## src/rtl/venus_dma_desc_sched_if.sv

```systemverilog
// Descriptor push / issue / completion bus of the Venus DMA descriptor scheduler.
//   slave  : the scheduler (accepts pushes from the CSR block, issues to the streamer,
//            receives completion status from the streamer)
//   master : the environment (CSR block plus streamer)
// Signals
//   push_valid_i/push_ch_i/push_src_i/push_dst_i/push_len_i -> descriptor push request
//   push_ready_o                                             <- push accepted when valid&ready
//   desc_valid_o/desc_src_o/desc_dst_o/desc_len_o/desc_ch_o  <- descriptor to streamer
//   desc_ready_i                                             -> streamer accepts descriptor
//   done_valid_i/err_valid_i/err_addr_i/err_src_i            -> in-flight completion status
interface venus_dma_desc_sched_if #(
  parameter int NUM_CH  = 4,
  parameter int ADDR_W  = 32,
  parameter int BYTES_W = 32
);
  localparam int CH_W = $clog2(NUM_CH > 1 ? NUM_CH : 2);

  logic               push_valid_i;
  logic [CH_W-1:0]    push_ch_i;
  logic [ADDR_W-1:0]  push_src_i;
  logic [ADDR_W-1:0]  push_dst_i;
  logic [BYTES_W-1:0] push_len_i;
  logic               push_ready_o;

  logic               desc_valid_o;
  logic               desc_ready_i;
  logic [ADDR_W-1:0]  desc_src_o;
  logic [ADDR_W-1:0]  desc_dst_o;
  logic [BYTES_W-1:0] desc_len_o;
  logic [CH_W-1:0]    desc_ch_o;

  logic               done_valid_i;
  logic               err_valid_i;
  logic [ADDR_W-1:0]  err_addr_i;
  logic [1:0]         err_src_i;

  modport slave (
    input  push_valid_i, push_ch_i, push_src_i, push_dst_i, push_len_i,
    output push_ready_o,
    output desc_valid_o, desc_src_o, desc_dst_o, desc_len_o, desc_ch_o,
    input  desc_ready_i,
    input  done_valid_i, err_valid_i, err_addr_i, err_src_i
  );

  modport master (
    output push_valid_i, push_ch_i, push_src_i, push_dst_i, push_len_i,
    input  push_ready_o,
    input  desc_valid_o, desc_src_o, desc_dst_o, desc_len_o, desc_ch_o,
    output desc_ready_i,
    output done_valid_i, err_valid_i, err_addr_i, err_src_i
  );
endinterface

```

## src/rtl/venus_dma_desc_sched.sv

```systemverilog
// Venus DMA multi-channel descriptor queue and scheduler.
// Per-channel DESC_DEPTH-entry descriptor FIFOs fed from the CSR block; enabled, non-empty,
// non-halted channels are round-robin arbitrated and one descriptor at a time is issued to
// the streamer. Tracks sticky per-channel done/error, a first-error record and an interrupt.
// Ports
//   clk, rst_n      clock, asynchronous active-low reset
//   bus             push / issue / completion bus (slave side)
//   ch_en_i         per-channel enable level
//   ch_abort_i      per-channel pulse: flush queue
//   status_clr_i    per-channel pulse: clear sticky done/error
//   err_clr_i       clear the first-error record
//   ch_active_o     queue non-empty or descriptor in flight
//   ch_done_o       sticky descriptor-completed flag
//   ch_error_o      sticky descriptor-failed flag (halts the channel)
//   ch_ocup_o       packed per-channel queue occupancy, DW+1 bits each
//   err_valid_o, err_ch_o, err_addr_o, err_src_o   first-error record
//   irq_o           registered OR of all done/error flags
module venus_dma_desc_sched #(
  parameter int NUM_CH     = 4,
  parameter int DESC_DEPTH = 4,
  parameter int ADDR_W     = 32,
  parameter int BYTES_W    = 32,
  localparam int CH_W      = $clog2(NUM_CH > 1 ? NUM_CH : 2),
  localparam int DW        = $clog2(DESC_DEPTH)
) (
  input  logic                     clk,
  input  logic                     rst_n,
  venus_dma_desc_sched_if.slave    bus,
  input  logic [NUM_CH-1:0]        ch_en_i,
  input  logic [NUM_CH-1:0]        ch_abort_i,
  input  logic [NUM_CH-1:0]        status_clr_i,
  input  logic                     err_clr_i,
  output logic [NUM_CH-1:0]        ch_active_o,
  output logic [NUM_CH-1:0]        ch_done_o,
  output logic [NUM_CH-1:0]        ch_error_o,
  output logic [NUM_CH*(DW+1)-1:0] ch_ocup_o,
  output logic                     err_valid_o,
  output logic [CH_W-1:0]          err_ch_o,
  output logic [ADDR_W-1:0]        err_addr_o,
  output logic [1:0]               err_src_o,
  output logic                     irq_o
);

  localparam logic [1:0] S_IDLE  = 2'd0;
  localparam logic [1:0] S_ISSUE = 2'd1;
  localparam logic [1:0] S_BUSY  = 2'd2;
  localparam logic [DW:0] DEPTH_C = (DW+1)'(DESC_DEPTH);

  // Descriptor storage is plain data: no reset needed.
  logic [ADDR_W-1:0]  r_src_mem [NUM_CH][DESC_DEPTH];
  logic [ADDR_W-1:0]  r_dst_mem [NUM_CH][DESC_DEPTH];
  logic [BYTES_W-1:0] r_len_mem [NUM_CH][DESC_DEPTH];
  logic [DW-1:0]      r_rd_ptr  [NUM_CH];
  logic [DW-1:0]      r_wr_ptr  [NUM_CH];
  logic [DW:0]        r_count   [NUM_CH];

  logic [1:0]         r_state;
  logic [CH_W-1:0]    r_rr_ptr;
  logic [ADDR_W-1:0]  r_desc_src, r_desc_dst;
  logic [BYTES_W-1:0] r_desc_len;
  logic [CH_W-1:0]    r_desc_ch;
  logic [NUM_CH-1:0]  r_done, r_error;
  logic               r_err_valid;
  logic [CH_W-1:0]    r_err_ch;
  logic [ADDR_W-1:0]  r_err_addr;
  logic [1:0]         r_err_src;
  logic               r_irq;

  logic                w_push_fire;
  logic [NUM_CH-1:0]   w_full, w_empty, w_elig, w_rot;
  logic [NUM_CH-1:0]   w_push_sel, w_pop_sel, w_done_set, w_err_set;
  logic                w_any_elig, w_pop;
  logic [CH_W-1:0]     w_off, w_grant, w_next_ptr;
  logic [CH_W:0]       w_sum;
  logic [BYTES_W-1:0]  w_head_len;

  always_comb begin
    for (int c = 0; c < NUM_CH; c++) begin
      w_full[c]  = (r_count[c] == DEPTH_C);
      w_empty[c] = (r_count[c] == '0);
    end
  end

  // Out-of-range channel numbers are never ready, so such pushes are silently refused.
  assign bus.push_ready_o = rst_n && (int'(bus.push_ch_i) < NUM_CH) && !w_full[bus.push_ch_i];
  assign w_push_fire      = bus.push_valid_i && bus.push_ready_o;
  assign w_elig           = ch_en_i & ~w_empty & ~r_error;

  // Rotate eligibility so bit 0 is the RR pointer; the lowest set bit is the grant offset.
  always_comb begin
    w_rot      = NUM_CH'({w_elig, w_elig} >> r_rr_ptr);
    w_any_elig = 1'b0;
    w_off      = '0;
    for (int i = NUM_CH - 1; i >= 0; i--) begin
      if (w_rot[i]) begin
        w_any_elig = 1'b1;
        w_off      = CH_W'(i);
      end
    end
    w_sum = {1'b0, r_rr_ptr} + {1'b0, w_off};
    if (int'(w_sum) >= NUM_CH) w_sum = w_sum - (CH_W+1)'(NUM_CH);
    w_grant = w_sum[CH_W-1:0];
    w_next_ptr = (int'(w_grant) + 1 >= NUM_CH) ? '0 : w_grant + 1'b1;
  end

  assign w_pop      = (r_state == S_IDLE) && w_any_elig;
  assign w_head_len = r_len_mem[w_grant][r_rd_ptr[w_grant]];

  // Zero-length descriptors complete at pop time without visiting the streamer.
  // Error beats done when the streamer reports both in the same cycle.
  always_comb begin
    for (int c = 0; c < NUM_CH; c++) begin
      w_push_sel[c] = w_push_fire && (bus.push_ch_i == CH_W'(c)) && !ch_abort_i[c];
      w_pop_sel[c]  = w_pop && (w_grant == CH_W'(c));
      w_err_set[c]  = (r_state == S_BUSY) && bus.err_valid_i && (r_desc_ch == CH_W'(c));
      w_done_set[c] = ((r_state == S_BUSY) && bus.done_valid_i && !bus.err_valid_i &&
                       (r_desc_ch == CH_W'(c))) ||
                      (w_pop_sel[c] && (w_head_len == '0));
    end
  end

  always_ff @(posedge clk) begin
    for (int c = 0; c < NUM_CH; c++) begin
      if (w_push_sel[c]) begin
        r_src_mem[c][r_wr_ptr[c]] <= bus.push_src_i;
        r_dst_mem[c][r_wr_ptr[c]] <= bus.push_dst_i;
        r_len_mem[c][r_wr_ptr[c]] <= bus.push_len_i;
      end
    end
  end

  // An abort empties the queue; a descriptor popped in the same cycle still issues.
  always_ff @(posedge clk or negedge rst_n) begin
    if (!rst_n) begin
      for (int c = 0; c < NUM_CH; c++) begin
        r_rd_ptr[c] <= '0;
        r_wr_ptr[c] <= '0;
        r_count[c]  <= '0;
      end
    end else begin
      for (int c = 0; c < NUM_CH; c++) begin
        if (ch_abort_i[c]) begin
          r_rd_ptr[c] <= '0;
          r_wr_ptr[c] <= '0;
          r_count[c]  <= '0;
        end else begin
          if (w_push_sel[c]) r_wr_ptr[c] <= r_wr_ptr[c] + 1'b1;
          if (w_pop_sel[c])  r_rd_ptr[c] <= r_rd_ptr[c] + 1'b1;
          r_count[c] <= r_count[c] + (DW+1)'(w_push_sel[c]) - (DW+1)'(w_pop_sel[c]);
        end
      end
    end
  end

  always_ff @(posedge clk or negedge rst_n) begin
    if (!rst_n) begin
      r_state    <= S_IDLE;
      r_rr_ptr   <= '0;
      r_desc_src <= '0;
      r_desc_dst <= '0;
      r_desc_len <= '0;
      r_desc_ch  <= '0;
    end else begin
      case (r_state)
        S_IDLE: begin
          if (w_pop) begin
            r_rr_ptr <= w_next_ptr;
            if (w_head_len != '0) begin
              r_desc_src <= r_src_mem[w_grant][r_rd_ptr[w_grant]];
              r_desc_dst <= r_dst_mem[w_grant][r_rd_ptr[w_grant]];
              r_desc_len <= w_head_len;
              r_desc_ch  <= w_grant;
              r_state    <= S_ISSUE;
            end
          end
        end
        S_ISSUE: if (bus.desc_ready_i) r_state <= S_BUSY;
        S_BUSY:  if (bus.done_valid_i || bus.err_valid_i) r_state <= S_IDLE;
        default: r_state <= S_IDLE;
      endcase
    end
  end

  // Sticky flags: a set in the same cycle as a clear wins.
  always_ff @(posedge clk or negedge rst_n) begin
    if (!rst_n) begin
      r_done      <= '0;
      r_error     <= '0;
      r_err_valid <= 1'b0;
      r_err_ch    <= '0;
      r_err_addr  <= '0;
      r_err_src   <= '0;
      r_irq       <= 1'b0;
    end else begin
      for (int c = 0; c < NUM_CH; c++) begin
        if (w_done_set[c])        r_done[c] <= 1'b1;
        else if (status_clr_i[c]) r_done[c] <= 1'b0;
        if (w_err_set[c])         r_error[c] <= 1'b1;
        else if (status_clr_i[c]) r_error[c] <= 1'b0;
      end
      if ((|w_err_set) && (!r_err_valid || err_clr_i)) begin
        r_err_valid <= 1'b1;
        r_err_ch    <= r_desc_ch;
        r_err_addr  <= bus.err_addr_i;
        r_err_src   <= bus.err_src_i;
      end else if (err_clr_i) begin
        r_err_valid <= 1'b0;
      end
      r_irq <= |(r_done | r_error);
    end
  end

  always_comb begin
    ch_ocup_o = '0;
    for (int c = 0; c < NUM_CH; c++) begin
      ch_ocup_o[c*(DW+1) +: DW+1] = r_count[c];
      ch_active_o[c] = !w_empty[c] || ((r_state != S_IDLE) && (r_desc_ch == CH_W'(c)));
    end
  end

  assign bus.desc_valid_o = (r_state == S_ISSUE);
  assign bus.desc_src_o   = r_desc_src;
  assign bus.desc_dst_o   = r_desc_dst;
  assign bus.desc_len_o   = r_desc_len;
  assign bus.desc_ch_o    = r_desc_ch;
  assign ch_done_o        = r_done;
  assign ch_error_o       = r_error;
  assign err_valid_o      = r_err_valid;
  assign err_ch_o         = r_err_ch;
  assign err_addr_o       = r_err_addr;
  assign err_src_o        = r_err_src;
  assign irq_o            = r_irq;

endmodule

```

## src/flat_wrapper.sv

```systemverilog
// flat-port wrapper written by rule: the top's interface ports become plain ports
module venus_dma_desc_sched_flat 
#(
  parameter int NUM_CH     = 4,
  parameter int DESC_DEPTH = 4,
  parameter int ADDR_W     = 32,
  parameter int BYTES_W    = 32,
  localparam int CH_W      = $clog2(NUM_CH > 1 ? NUM_CH : 2),
  localparam int DW        = $clog2(DESC_DEPTH)
)
  (clk, rst_n, ch_en_i, ch_abort_i, status_clr_i, err_clr_i, ch_active_o, ch_done_o, ch_error_o, ch_ocup_o, err_valid_o, err_ch_o, err_addr_o, err_src_o, irq_o, bus_push_valid_i, bus_push_ch_i, bus_push_src_i, bus_push_dst_i, bus_push_len_i, bus_push_ready_o, bus_desc_valid_o, bus_desc_src_o, bus_desc_dst_o, bus_desc_len_o, bus_desc_ch_o, bus_desc_ready_i, bus_done_valid_i, bus_err_valid_i, bus_err_addr_i, bus_err_src_i);
  venus_dma_desc_sched_if #(.NUM_CH(NUM_CH), .ADDR_W(ADDR_W), .BYTES_W(BYTES_W)) bus_i ();
  input  logic clk;
  input  logic rst_n;
  input  logic [NUM_CH-1:0] ch_en_i;
  input  logic [NUM_CH-1:0] ch_abort_i;
  input  logic [NUM_CH-1:0] status_clr_i;
  input  logic err_clr_i;
  output logic [NUM_CH-1:0] ch_active_o;
  output logic [NUM_CH-1:0] ch_done_o;
  output logic [NUM_CH-1:0] ch_error_o;
  output logic [NUM_CH*(DW+1)-1:0] ch_ocup_o;
  output logic err_valid_o;
  output logic [CH_W-1:0] err_ch_o;
  output logic [ADDR_W-1:0] err_addr_o;
  output logic [1:0] err_src_o;
  output logic irq_o;
  input wire logic [$bits(bus_i.push_valid_i)-1:0] bus_push_valid_i;
  input wire logic [$bits(bus_i.push_ch_i)-1:0] bus_push_ch_i;
  input wire logic [$bits(bus_i.push_src_i)-1:0] bus_push_src_i;
  input wire logic [$bits(bus_i.push_dst_i)-1:0] bus_push_dst_i;
  input wire logic [$bits(bus_i.push_len_i)-1:0] bus_push_len_i;
  output wire logic [$bits(bus_i.push_ready_o)-1:0] bus_push_ready_o;
  output wire logic [$bits(bus_i.desc_valid_o)-1:0] bus_desc_valid_o;
  output wire logic [$bits(bus_i.desc_src_o)-1:0] bus_desc_src_o;
  output wire logic [$bits(bus_i.desc_dst_o)-1:0] bus_desc_dst_o;
  output wire logic [$bits(bus_i.desc_len_o)-1:0] bus_desc_len_o;
  output wire logic [$bits(bus_i.desc_ch_o)-1:0] bus_desc_ch_o;
  input wire logic [$bits(bus_i.desc_ready_i)-1:0] bus_desc_ready_i;
  input wire logic [$bits(bus_i.done_valid_i)-1:0] bus_done_valid_i;
  input wire logic [$bits(bus_i.err_valid_i)-1:0] bus_err_valid_i;
  input wire logic [$bits(bus_i.err_addr_i)-1:0] bus_err_addr_i;
  input wire logic [$bits(bus_i.err_src_i)-1:0] bus_err_src_i;
  assign bus_i.push_valid_i = bus_push_valid_i;
  assign bus_i.push_ch_i = bus_push_ch_i;
  assign bus_i.push_src_i = bus_push_src_i;
  assign bus_i.push_dst_i = bus_push_dst_i;
  assign bus_i.push_len_i = bus_push_len_i;
  assign bus_push_ready_o = bus_i.push_ready_o;
  assign bus_desc_valid_o = bus_i.desc_valid_o;
  assign bus_desc_src_o = bus_i.desc_src_o;
  assign bus_desc_dst_o = bus_i.desc_dst_o;
  assign bus_desc_len_o = bus_i.desc_len_o;
  assign bus_desc_ch_o = bus_i.desc_ch_o;
  assign bus_i.desc_ready_i = bus_desc_ready_i;
  assign bus_i.done_valid_i = bus_done_valid_i;
  assign bus_i.err_valid_i = bus_err_valid_i;
  assign bus_i.err_addr_i = bus_err_addr_i;
  assign bus_i.err_src_i = bus_err_src_i;
  venus_dma_desc_sched #(.NUM_CH(NUM_CH), .DESC_DEPTH(DESC_DEPTH), .ADDR_W(ADDR_W), .BYTES_W(BYTES_W)) u_core (.clk(clk), .rst_n(rst_n), .bus(bus_i), .ch_en_i(ch_en_i), .ch_abort_i(ch_abort_i), .status_clr_i(status_clr_i), .err_clr_i(err_clr_i), .ch_active_o(ch_active_o), .ch_done_o(ch_done_o), .ch_error_o(ch_error_o), .ch_ocup_o(ch_ocup_o), .err_valid_o(err_valid_o), .err_ch_o(err_ch_o), .err_addr_o(err_addr_o), .err_src_o(err_src_o), .irq_o(irq_o));
endmodule
```

## config.mk

```make
export PLATFORM = sky130hd
export DESIGN_NAME = venus_dma_desc_sched_flat
export DESIGN_NICKNAME = d
export VERILOG_FILES = /design/src/rtl/venus_dma_desc_sched_if.sv /design/src/rtl/venus_dma_desc_sched.sv /design/src/flat_wrapper.sv
export SDC_FILE = /design/constraint.sdc
export NUM_CORES = 2
export LEC_CHECK = 0
export BUFFER_PORTS_ARGS = -buffer_cell sky130_fd_sc_hd__buf_2
export CAP_MARGIN = 10
export CORE_MARGIN = 1.5
export CORE_UTILIZATION = 50
export DETAILED_ROUTE_END_ITERATION = 10
export GPL_TIMING_DRIVEN = 0
export PLACE_DENSITY = 0.78
export SKIP_LAST_GASP = 1
export SYNTH_ARGS = -nofsm -noshare
export SYNTH_HDL_FRONTEND = slang
export SYNTH_SLANG_ARGS = --single-unit
```

## constraint.sdc

```tcl
create_clock -name clk -period 13.41 [get_ports clk]
set_input_delay 2.682 -clock clk [delete_from_list [all_inputs] [get_ports clk]]
set_output_delay 2.682 -clock clk [all_outputs]
set_load 0.02 [all_outputs]
```

**Yosys cells after proc, flatten, opt, wreduce, memory -nomap -nowiden**

Memories as Yosys holds them, arrays and structs flattened.
Cells that the tools add are included.

- Register bits: 176
- RAM bits: 1536
- Bits of input ports: 151
- Output and inout port bits: 162
- Word-level logic and storage cells: 306
- Memories kept: 3

Memory list:

| name | words | bits a word | rd ports | clocked after memory_dff | wr ports | RTL line | source |
|---|---|---|---|---|---|---|---|
| u_core.r_dst_mem | 4 | 128 | 1 | 0 | 1 | venus_dma_desc_sched.sv:51 | `logic [ADDR_W-1:0] r_dst_mem [NUM_CH][DESC_DEPTH];` |
| u_core.r_len_mem | 4 | 128 | 1 | 0 | 1 | venus_dma_desc_sched.sv:52 | `logic [BYTES_W-1:0] r_len_mem [NUM_CH][DESC_DEPTH];` |
| u_core.r_src_mem | 4 | 128 | 1 | 0 | 1 | venus_dma_desc_sched.sv:50 | `logic [ADDR_W-1:0] r_src_mem [NUM_CH][DESC_DEPTH];` |

- Add/subtract/negate cells: 20
- Order comparisons: 13
- Equality and inequality tests: 19
- Shift-type cells: 1
- Mux-type cells: 106
- Bitwise operators: 11
- Reduce and logical (&&, ||, !) cells: 102

Operator list:

| kind | number |
|---|---|
| two-way mux 128 bit | 22 |
| OR reduction 128 bit | 9 |
| two-way mux 32 bit | 10 |
| demux 32 bit (select 2 bit) | 4 |
| binary-select mux 32 bit (select 2 bit) | 3 |
| two-way mux 2 bit | 37 |
| logical AND 1 bit | 39 |
| nonzero test 2 bit | 18 |
| greater-or-equal comparator 32 x 4 -> 1 bit, second input constant | 1 |
| zero test 32 bit | 1 |
| nonzero test 32 bit | 1 |
| two-way mux 1 bit | 23 |
| greater-or-equal comparator 3 bit, second input constant | 7 |
| adder 2 x 1 -> 2 bit, second input constant | 9 |
| inverter 2 -> 3 bit | 6 |
| equality test 2 bit, second input constant | 7 |
| adder 3 x 1 -> 3 bit | 4 |
| equality test 3 bit, second input constant | 4 |
| zero test 3 bit | 4 |
| less-than comparator 3 x 1 -> 1 bit, second input constant | 4 |
| two-way mux 3 bit | 4 |
| subtractor 3 x 1 -> 3 bit | 4 |
| zero test 1 bit | 11 |
| logical OR 1 bit | 10 |
| 19 further kinds | 30 |

**Depth between registers and ports, before layout**

- Word-level depth: 24
- Mapped depth: 25

**Least setup slack after synthesis**

OpenSTA, ideal clock, no wires.

- Path type: input to register
- Start: input port ch_en_i[3]
- End: register u_core.r_count (netlist bit u_core.ch_ocup_o[2])
- Setup time: 0.128 ns
- Data arrival time: 7.080 ns
- Required time: 13.282 ns
- Path slack: 6.202 ns
- Stages: 23
- Path buffers: 6
- Path through: nand2b_1 > or2_2 > clkbuf_1 > o311a_1 > o21ai_0 > ha_1 > buf_2 > inv_1 > buf_2 > buf_1 > buf_1 > clkbuf_1 > ha_1 > nand2_1 > inv_1 > ha_1 > inv_1 > ha_1 > inv_1 > fa_1 > xor2_1 > xnor2_1 > nor2_1

- Word-level cells in the longest chain between the ends: 14

Ends and longest elaborated chain:

| item | RTL line | source |
|---|---|---|
| start, declared | flat_wrapper.sv:15 | `input logic [NUM_CH-1:0] ch_en_i;` |
| AND 4 bit * (2 in a row) | venus_dma_desc_sched.sv:87 | `assign w_elig = ch_en_i & ~w_empty & ~r_error;` |
| right shift 8 x 2 -> 4 bit * | venus_dma_desc_sched.sv:91 | `w_rot = NUM_CH'({w_elig, w_elig} >> r_rr_ptr);` |
| two-way mux 2 bit (3 in a row) | venus_dma_desc_sched.sv:95 | `if (w_rot[i]) begin` |
| two-way mux 2 bit * | venus_dma_desc_sched.sv:95 |  |
| adder 2 x 2 -> 3 bit * | venus_dma_desc_sched.sv:100 | `w_sum = {1'b0, r_rr_ptr} + {1'b0, w_off};` |
| greater-or-equal comparator 3 bit / subtractor 2 x 1 -> 2 bit (equally long branches) | venus_dma_desc_sched.sv:101 | `if (int'(w_sum) >= NUM_CH) w_sum = w_sum - (CH_W+1)'(NUM_CH);` |
| two-way mux 2 bit * | venus_dma_desc_sched.sv:101 |  |
| via u_core.w_sum[0] | venus_dma_desc_sched.sv:74 | `logic [CH_W:0] w_sum;` |
| zero test 2 bit * | venus_dma_desc_sched.sv:114 | `w_pop_sel[c] = w_pop && (w_grant == CH_W'(c));` |
| logical AND 1 bit * | venus_dma_desc_sched.sv:114 |  |
| subtractor 3 x 1 -> 3 bit * | venus_dma_desc_sched.sv:149 | `r_count[c] <= r_count[c] + (DW+1)'(w_push_sel[c]) - (DW+1)'(w_pop_sel[c]);` |
| two-way mux 3 bit * | venus_dma_desc_sched.sv:142 | `if (ch_abort_i[c]) begin` |
| end signal, assigned by index | venus_dma_desc_sched.sv:149 |  |
| end, declared | venus_dma_desc_sched.sv:55 | `logic [DW:0] r_count [NUM_CH];` |

Mark *: on every way through the listed nets, which the timed path passes. The rest lies on a longest branch.
A chain may end at the register's enable or synchronous reset.

**Worst setup path after layout**

- Start: input port ch_en_i[0]
- End: register u_core.r_desc_src[20] (netlist: u_core.bus.desc_src_o[20])

- Word-level cells in the longest chain between the ends: 20

Ends and longest elaborated chain:

| item | RTL line | source |
|---|---|---|
| AND 4 bit * (2 in a row) | venus_dma_desc_sched.sv:87 |  |
| right shift 8 x 2 -> 4 bit * | venus_dma_desc_sched.sv:91 |  |
| two-way mux 2 bit (3 in a row) | venus_dma_desc_sched.sv:95 |  |
| two-way mux 2 bit * | venus_dma_desc_sched.sv:95 |  |
| adder 2 x 2 -> 3 bit * | venus_dma_desc_sched.sv:100 |  |
| greater-or-equal comparator 3 bit / subtractor 2 x 1 -> 2 bit (equally long branches) | venus_dma_desc_sched.sv:101 |  |
| two-way mux 2 bit * | venus_dma_desc_sched.sv:101 |  |
| via u_core.w_sum[0] | venus_dma_desc_sched.sv:74 |  |
| inverter 2 -> 3 bit (not written as such) | venus_dma_desc_sched.sv:107, venus_dma_desc_sched.sv:169 |  |
| binary-select mux 2 bit (select 2 bit) | venus_dma_desc_sched.sv:107, venus_dma_desc_sched.sv:169 |  |
| two-way mux 2 bit (not written as such) (2 in a row) | venus_dma_desc_sched.sv:107, venus_dma_desc_sched.sv:169 |  |
| inverter 2 -> 3 bit (not written as such) | venus_dma_desc_sched.sv:107, venus_dma_desc_sched.sv:169 |  |
| binary-select mux 32 bit (select 2 bit) | venus_dma_desc_sched.sv:107 | `assign w_head_len = r_len_mem[w_grant][r_rd_ptr[w_grant]];` |
| two-way mux 32 bit (not written as such) (2 in a row) | venus_dma_desc_sched.sv:107 |  |
| nonzero test 32 bit | venus_dma_desc_sched.sv:168 | `if (w_head_len != '0) begin` |
| AND reduction 3 bit (no line) | - |  |
| end signal, assigned | venus_dma_desc_sched.sv:169 | `r_desc_src <= r_src_mem[w_grant][r_rd_ptr[w_grant]];` |
| end, declared | venus_dma_desc_sched.sv:59 | `logic [ADDR_W-1:0] r_desc_src, r_desc_dst;` |

Mark *: on every way through the listed nets, which the timed path passes. The rest lies on a longest branch. The select of a mux whose other input is x is not followed.

==> out/qor.csv <==
metric,value,unit
vias per cell,6.172,
Reg2Reg Depth,19,
hold_buf cts,0,
Worst setup SP type,input pin,
clk buf depth,3,
final worst clock skew,47.24,ps
slew margin rel.,0.04449,
maximum fanout along the worst path,10,
IO buf count,306,
I/O Pins,313,
# DRC,0,
DR WL/cell,28.02,um
layout cells sized above 1,0.1874,
CTS buffer count,167,
Final #Nets,4558,
clk sinks,1712,
number of filler cells placed in the layout,9503,
synth cell count leaders,"1536 x edfxtp_1, 357 x mux2i_1, 325 x and3_1",
Synth Flop Type,edfxtp_1,
vias in the first global route,38110,
WHS Path Cells,1,
hold crit path type,reg -> reg,
Std-Cell Rows,133,
FF-to-FF setup slack,5020,ps
worst slew pin tran,1433,ps
"antenna viol nets, final",0,
critical path capture point type,flop,
Final Hold Viols,0,
post-synth top area share,0.6899,
Synth Register Bits,1712,
Syn-to-layout area delta,15.02,%
via count,38720,
Die Ht,368.7,um
Fmax,102.7,MHz
Post-Syn Instances,3863,
most frequent cell after synthesis,edfxtp_1,
asr flop ratio synth,0.1028,
Final Critical Period,9733,ps
RSZ-0062 raised after global routing,false,
1st-iter DRT viols,5018,
largest net degree at the start of global routing,99,
# Max-Cap Violations,0,
Leak,27.56,nW
"Seq/Total Area, Yosys",0.7558,
maximum vdd drop,0.0001659,V
hold path start,u_core.bus.desc_src_o[19]$_DFFE_PN0P_,
die area,0.1359,mm2
Skew-Pair Late Insertion Delay,810,ps
TNS Setup,0,ps
"Req. time, crit path",14070,ps
"Warnings, synthesis",0,
"Slew Viols, Final",0,
status,finished clean,
H-Tree Level Count,4,
largest area contributor in the netlist,edfxtp_1,
area of the core,0.1321,mm2
Worst-path clk slew,60,ps
CP arrival,10390,ps
fin crit share,0.7258,
Post-CTS Resized,0,
PwrDens,233.0,mW/mm2
Syn Nets,4046,
Setup CP Type,in -> reg,
final setup vio count,0,
antenna violations before repair,32,
launching point of the worst reg2reg path,u_core.ch_ocup_o[10]$_DFF_PN0_,
CP startpoint,ch_en_i[0],
global-route wire length before repair,253500,um
global router's overall resource usage,0.2559,
CTS tree,done,
Root Buffer,clkbuf_16,
post-detail-place hpwl,111900,um
RePlAce Congestion,0.8557,
hold endpoint,u_core.bus.desc_src_o[19]$_DFFE_PN0P_,
synth top area cells,"edfxtp_1 69%, dfrtp_1 6.6%, mux2i_1 5.3%, mux4_2 3.3%, and3_1 3.0%",
fin util,0.5820,
detailed-route wire length,175800,um
post-CTS setup buffer count,0,
Synth cell types,62,
gr ovfl total,0,
Pre-Repair DR Iteration Count,6,
starting density of the core,0.5060,
worst r2r dst,u_core.bus.desc_src_o[20]$_DFFE_PN0P_,
die width,368.7,um
Post-synth EDFFs,1536,
"Cell Area, Synth",0.06686,mm2
syn avg cell area,17.31,um2
[worst max path at each step]
stage | cells past startpoint | slack, ps | end
global placement | 7 | 480 | u_core.r_dst_mem[1][41]$_DFFE_PP_
detailed placement | 18 | 3140 | u_core.bus.desc_src_o[20]$_DFFE_PN0P_
global route | 18 | 3600 | u_core.bus.desc_src_o[20]$_DFFE_PN0P_
floorplan | 23 | 6200 | u_core.ch_ocup_o[2]$_DFF_PN0_
finish | 18 | 3680 | u_core.bus.desc_src_o[20]$_DFFE_PN0P_
CTS | 18 | 3920 | u_core.bus.desc_src_o[20]$_DFFE_PN0P_
[registers in the layout, indices dropped and copies added, names as in the netlist, 2 cells and up]
signal,flops
u_core.ch_ocup_o,12
u_core.ch_error_o,4
u_core.err_src_o,2
u_core.r_rr_ptr,2
u_core.bus.desc_len_o,32
u_core.bus.desc_src_o,32
u_core.r_len_mem,512
u_core.err_ch_o,2
u_core.r_wr_ptr,8
u_core.bus.desc_dst_o,32
u_core.bus.desc_ch_o,2
u_core.r_state,2
u_core.err_addr_o,32
u_core.r_src_mem,512
u_core.ch_done_o,4
u_core.r_rd_ptr,8
u_core.r_dst_mem,512
[area by class of cell]
type	count	area (um2)	share of cell area
Multi-Input combinational cell	1886	15320	0.1993
Inverter	38	142.6	0.001855
Tap cell	1755	2196	0.02855
Timing Repair Buffer	343	2467	0.03208
Clock inverter	75	762.0	0.009909
Sequential cell	1712	50530	0.6571
Buffer	227	915.9	0.01191
Antenna cell	9	22.52	0.0002929
Clock buffer	228	4543	0.05908
[per-layer routing]
metal / share of wire / global-route usage / wire, um
met5: 0.00084 / 0 / 147
met4: 0.032 / 0.08436 / 5632
met2: 0.48 / 0.4173 / 84500
met3: 0.11 / 0.07093 / 19530
met1: 0.38 / 0.3328 / 65950
[worst max-delay path, cell delays in order]
cell and delay [ps]:
buf_2 90, nor3b_1 520, nor2_1 150, and3_1 210
nor2_1 70, o21ai_0 110, ha_1 570, buf_2 370
clkbuf_1 550, buf_1 730, clkbuf_1 820, clkbuf_1 1020
clkbuf_1 850, mux2i_1 290, nor2_1 60, a2111oi_0 700
nand3_1 220, mux2_2 320
[through the flow]
step	power, mW	cell area [um2]	setup WS, ps	hold slack (ps)	instances
floorplan	10.63	66860	6202	530.6	3863
global placement	13.14	70590	484.9	482.8	5924
detailed placement	13.32	71560	3141	490.7	5960
CTS	17.88	76870	3917	505.0	6263
global route	18.55	76880	3601	511.6	6266
finish	17.92	76900	3677	498.0	6273
[cells in the final DEF (no fill, tap or decap), types with 20 or more instances in the layout]
cell,netlist,layout
mux4_2,98,98
nand3_1,79,79
mux2_2,124,124
mux2i_1,357,357
o21ai_0,20,20
inv_1,37,37
nor3_1,44,43
clkbuf_1,179,231
edfxtp_1,1536,1536
a211oi_1,21,21
ha_1,28,28
buf_1,24,24
clkbuf_16,0,171
nor4_1,24,24
a2111oi_0,207,207
dfrtp_1,176,176
clkinv_1,0,29
and3_1,325,325
buf_16,0,30
buf_2,18,323
nand2_1,66,66
nor2_1,306,306
[cell families (layout without fill, tap and decap cells)]
| kind of cell | Yosys count | in the layout | share of synthesized area |
|---|---|---|---|
| multiplexers | 594 | 594 | 0.1104 |
| other | 0 | 9 | 0 |
| AO/OA/AOI/OAI | 314 | 314 | 0.03790 |
| AND/OR/NAND/NOR | 924 | 924 | 0.07076 |
| flip-flops | 1712 | 1712 | 0.7558 |
| buffers and inverters | 265 | 911 | 0.01583 |
| XOR/XNOR | 22 | 22 | 0.002882 |
| adder cells (fa/ha/maj) | 32 | 32 | 0.006438 |
[where the power goes]
group          internal [mW]  switching [mW]  total, mW
Combinational           2.47            4.61       7.08
Sequential              6.09           0.175       6.26
Clock                   2.58            2.00       4.58
Power figures use the tool's default switching activity.
